**src/rtl/ddr_refresh_sequencer.sv**
```systemverilog
// ddr_refresh_sequencer
//   Issues the DDR4 refresh sequence on behalf of the controller FSM.
//   A one-cycle refresh_rdy pulse is queued in pending_cnt. Once the
//   read/write engine is idle, the sequencer drives PRECHARGE ALL (only when
//   a bank is open), waits tRP, drives REFRESH, waits tRFC, then pulses
//   ref_done.
//
// Optional feature macro: REF_POSTPONE_EN
//   Defined   : up to MAX_PENDING requests are queued. Back-to-back REFs
//               are issued from DONE without returning to IDLE.
//   Undefined : a single request can be queued. A second request while one
//               is pending sets overflow.
//
// Ports
//   clock_t      in   controller clock, all logic on posedge
//   reset        in   synchronous reset, active-high
//   refresh_rdy  in   one-cycle refresh request pulse
//   rw_idle      in   read/write engine quiescent (sampled in IDLE/DONE)
//   banks_open   in   at least one bank active (sampled in IDLE)
//   cs_n, act_n, ras_n, cas_n, we_n, a10
//                out  registered DDR4 command pins
//   busy         out  sequence in progress
//   ref_done     out  one-cycle pulse at end of tRFC
//   pending_cnt  out  outstanding refresh requests
//   overflow     out  sticky, a request was lost
module ddr_refresh_sequencer #(
    parameter int T_RP        = 12,
    parameter int T_RFC       = 260,
    parameter int MAX_PENDING = 8
) (
    input  logic       clock_t,
    input  logic       reset,
    input  logic       refresh_rdy,
    input  logic       rw_idle,
    input  logic       banks_open,
    output logic       cs_n,
    output logic       act_n,
    output logic       ras_n,
    output logic       cas_n,
    output logic       we_n,
    output logic       a10,
    output logic       busy,
    output logic       ref_done,
    output logic [3:0] pending_cnt,
    output logic       overflow
);

    localparam int TMAX = (T_RP > T_RFC) ? T_RP : T_RFC;
    localparam int CW   = (($clog2(TMAX) + 1) > 9) ? ($clog2(TMAX) + 1) : 9;

`ifdef REF_POSTPONE_EN
    localparam logic [3:0] PEND_LIMIT = 4'(MAX_PENDING);
`else
    localparam logic [3:0] PEND_LIMIT = 4'd1;
`endif

    typedef enum logic [2:0] {
        IDLE,
        PRE,
        WAIT_RP,
        REF,
        WAIT_RFC,
        DONE
    } state_t;

    state_t        state, state_next;
    logic [CW-1:0] cnt, cnt_next;
    logic          issue_ref;
    logic          has_pending;

    assign has_pending = (pending_cnt != '0);

    // The command pins are registered from state_next, so each command is
    // on the pins during the very cycle its state is occupied.
    assign issue_ref = (state_next == REF);

    always_comb begin
        state_next = state;
        cnt_next   = cnt;
        case (state)
            IDLE: begin
                if (has_pending && rw_idle) begin
                    state_next = banks_open ? PRE : REF;
                end
            end
            PRE: begin
                state_next = WAIT_RP;
                cnt_next   = CW'(T_RP - 2);
            end
            WAIT_RP: begin
                if (cnt == '0) begin
                    state_next = REF;
                end else begin
                    cnt_next = cnt - 1'b1;
                end
            end
            REF: begin
                state_next = WAIT_RFC;
                cnt_next   = CW'(T_RFC - 2);
            end
            WAIT_RFC: begin
                if (cnt == '0) begin
                    state_next = DONE;
                end else begin
                    cnt_next = cnt - 1'b1;
                end
            end
            DONE: begin
`ifdef REF_POSTPONE_EN
                // Banks were closed by the previous sequence, so chain
                // straight into the next REF without a PREA.
                state_next = (has_pending && rw_idle) ? REF : IDLE;
`else
                state_next = IDLE;
`endif
            end
            default: state_next = IDLE;
        endcase
    end

    always_ff @(posedge clock_t) begin
        if (reset) begin
            state       <= IDLE;
            cnt         <= '0;
            cs_n        <= 1'b1;
            act_n       <= 1'b1;
            ras_n       <= 1'b1;
            cas_n       <= 1'b1;
            we_n        <= 1'b1;
            a10         <= 1'b0;
            busy        <= 1'b0;
            ref_done    <= 1'b0;
            pending_cnt <= '0;
            overflow    <= 1'b0;
        end else begin
            state    <= state_next;
            cnt      <= cnt_next;
            cs_n     <= !((state_next == PRE) || (state_next == REF));
            act_n    <= 1'b1;
            ras_n    <= !((state_next == PRE) || (state_next == REF));
            cas_n    <= !(state_next == REF);
            we_n     <= !(state_next == PRE);
            a10      <= (state_next == PRE);
            busy     <= (state_next != IDLE);
            ref_done <= (state_next == DONE);

            // A capture and a REF issue on the same edge cancel out, so
            // nothing is lost even when the queue is full.
            if (refresh_rdy && !issue_ref) begin
                if (pending_cnt >= PEND_LIMIT) begin
                    overflow <= 1'b1;
                end else begin
                    pending_cnt <= pending_cnt + 1'b1;
                end
            end else if (issue_ref && !refresh_rdy && has_pending) begin
                pending_cnt <= pending_cnt - 1'b1;
            end
        end
    end

endmodule

```
**config.mk**
```make
export PLATFORM = sky130hd
export DESIGN_NAME = ddr_refresh_sequencer
export DESIGN_NICKNAME = d
export VERILOG_FILES = /design/src/rtl/ddr_refresh_sequencer.sv
export SDC_FILE = /design/constraint.sdc
export NUM_CORES = 1
export LEC_CHECK = 0
export ABC_AREA = 1
export BUFFER_PORTS_ARGS = -buffer_cell sky130_fd_sc_hd__buf_2
export CAP_MARGIN = 20
export CORE_MARGIN = 2
export CORE_UTILIZATION = 47
export DETAILED_ROUTE_END_ITERATION = 8
export PLACE_DENSITY = 0.67
export SYNTH_ARGS = -nofsm -noshare
export SYNTH_HDL_FRONTEND = slang
export SYNTH_SLANG_ARGS = --single-unit
```
**constraint.sdc**
```tcl
create_clock -name clock_t -period 1.86 [get_ports clock_t]
set_clock_uncertainty 0.1 [all_clocks]
set_input_delay 0.279 -clock clock_t [delete_from_list [all_inputs] [get_ports clock_t]]
set_output_delay 0.279 -clock clock_t [all_outputs]
set_load 0.02 [all_outputs]
```
==> results.md <==
- Clock sinks: 24
- Run status: finished clean
- Max cap viols: 0
- Antenna diodes: 0
- Seq cells post-synth: 24
- Synthesized cell area: 0.001269 mm2
- CP Class: flop to flop
- Drt initial violations: 36
- Setup TNS: 0 ns
- DRC Markers: 0
- H-tree depth: 1
- WL final: 2.392 mm
- Port-buffer cells: 16
- Crit path max fanout: 5
- Nets: 195
- Detailed Routing Iterations Pass 1: 4
- All-Layer GR Usage: 16.70%
- Share of cells above drive strength 1: 29.73%
- Synth area leader: dfxtp_1
- Commonest non-fill, non-tap cell in the layout: nand2_1
- Sequential share of the synthesized area: 37.87%
- Vias in the first global route: 1,023
- CTS Buf Count: 3
- Pwr Total: 0.003078 W
- Post-Syn Area per Cell: 7.643 um2
- Max rail drop VDD: 1.225 mV
- Vias/cell: 4.991
- Vias: 1,073
- Max incr delay on CP: 0.37 ns
- CTS Buffer Depth: 2
- Unrepaired setup endpoints after global routing: false
- Most frequent cells in the layout: nand2_1, dfxtp_1, nor2_1, inv_1, buf_2
- CP Capture Type: flop
- Top-area cell type share of the netlist area: 37.87%
- Row count: 18
- Clock Latency Late Sink: 0.31 ns
- Die footprint: 0.003131 mm2
- Worst min path class: primary input to flop
- WL/cell: 11.13 um
- Syn_nets: 175
- Worst Path Required: 2.01 ns
- Antenna Nets Post-Route: 0
- Clk slew on worst S/H paths: 0.13 ns
- Critical Path, Cell by Cell: inv_1, ha_2, nand2_4, nand3_2, a21oi_4, nand2_4, nand2_4, nand2_1, nand2_1, nand2_1, a21oi_2
- Critical path buffers and inverters: 1
- Ports: 18
- CTS Hold Bufs: 0
- Reg2Reg Setup Slack: 0.18 ns
- Min Tclk post-route: 1.676 ns
- Top delay family on crit path: simple AND/OR/NAND/NOR gates
- Post-synthesis cell type count: 28
- Remaining Overflow, GRT: 0
- Root buf cell: clkbuf_4
- Synth area leaders: dfxtp_1, nand2_1, nor2_1
- Slowest cell on the critical path: dfxtp_2
- Die Y: 55.96 um
- Core Area: 0.002522 mm2
- Pwr Density: 2122 mW/mm2
- Setup-failing EPs final: 0
- Initial antenna violation count: 0
- Post-Synthesis Cells: 166
- Maximum clock frequency: 596.7 MHz
- Final Cycle Share: 90.10%
- Gpl congestion: 0.7915
- Synth warn: 0
- DIE WIDTH: 55.96 um
- CTS tree: done
- Worst EP arrival: 1.83 ns
- Final Hold Viols: 0
- Largest net degree at the start of global routing: 15
- Post-DP HPWL: 1.958 mm
- First-pass GRT wire length: 4.215 mm
- Startpoint types: flop
- Leak: 0.6603 nW
- Starting Density: 50.30%
- Slew Viols, Final: 0
- Synthesis-to-layout area growth: 14.30%
-- repair_timing --
item | CTS | global route
resized for setup | 1 | 4
pin swaps | 0 | 2
endpoints found under the setup margin | 2 | 6
buffers inserted | 0 | 1
-- layer usage --
metal / share of wire, % / routed length (um) / track usage [%] / vias up
li1: - / - / - / 562
met1: 44 / 1063 / 21.06 / 495
met2: 53 / 1256 / 28.57 / 14
met3: 2.4 / 57 / 2.791 / 2
met4: 0.63 / 15 / 6.122 / 0
met5: 0 / 0 / 0 / -
-- flip-flops by register name, indices dropped and copies added, names as in the netlist --
register	count
cas_n	1
cnt	10
a10	1
ref_done	1
state	3
pending_cnt	4
busy	1
ras_n	1
overflow	1
we_n	1
-- stage by stage --
step	hold slack (ns)	instance area [um2]	utilization [%]	setup WS, ns	std cells
global route	0.1431	1450	57.49	0.009431	215
finish	0.1530	1450	57.49	0.1842	215
floorplan	0.3344	1270	-	0.02094	166
detailed placement	0.3528	1376	54.56	0.002941	210
CTS	0.1420	1436	56.94	0.04175	214
global placement	0.3468	1376	54.56	0.1053	210
-- kinds of logic (layout without fill, tap and decap cells) --
| family | after synthesis | after routing | share of synthesized area [%] |
|---|---|---|---|
| other cells | 1 | 1 | 0.2956 |
| flops | 24 | 24 | 37.87 |
| compound gates | 26 | 26 | 11.93 |
| simple gates | 78 | 78 | 32.94 |
| fa+ha+maj | 4 | 4 | 3.945 |
| xor+xnor | 6 | 6 | 4.142 |
| buf+inv | 27 | 46 | 8.875 |
-- synth_stat cells --
cell      instances
inv_2             5
xor2_1            5
nor2_1           19
a31oi_1           4
clkbuf_1          1
ha_1              4
inv_1            18
nand2_4           5
nor2_2            4
or2_2             1
nor2_4            1
nand3_2           4
nand2_2           2
nor3_1            3
o21ai_0           8
o21ai_1           1
xnor2_1           1
nand2_1          26
nand3_1          11
a21oi_1           8
dfxtp_1          24
conb_1            1
nand3_4           1
buf_4             3
o21a_1            1
a211oi_1          1
a21oi_2           3
nor3_2            1
-- cell type report --
cell class,instances,area (um2)
Multi-Input combinational cell,115,688.2
Tap cell,30,37.54
Sequential cell,24,483.0
Timing Repair Buffer,19,102.6
Fill cell,237,1072
Inverter,23,86.33
Clock inverter,1,30.03
Clock buffer,3,22.52
-- worst reg2reg max path, cell delays in order (launching register included) --
cell and delay [ns]:
dfxtp_2 0.37, inv_1 0.08, ha_2 0.21, nand2_4 0.08, nand3_2 0.09, a21oi_4 0.22, nand2_4 0.11, nand2_4 0.08
nand2_1 0.05, nand2_1 0.07, nand2_1 0.06, a21oi_2 0.11
-- power by group --
part / internal (W) / switching, W / total, W
Sequential: 0.000716 / 0.000142 / 0.000858
Clock: 0.000218 / 0.000151 / 0.000369
Combinational: 0.000659 / 0.00119 / 0.00185
-- path summary, 6_finish.rpt --
kind	startpoint	to	cells past startpoint
setup / recovery	pending_cnt[1]	pending_cnt[2]	11
hold reg to reg	cnt[7]	cnt[7]	2
setup reg to reg	pending_cnt[1]	pending_cnt[2]	11
hold / removal	reset	pending_cnt[3]	2
No activity file was read; power rests on OpenSTA's default activity.
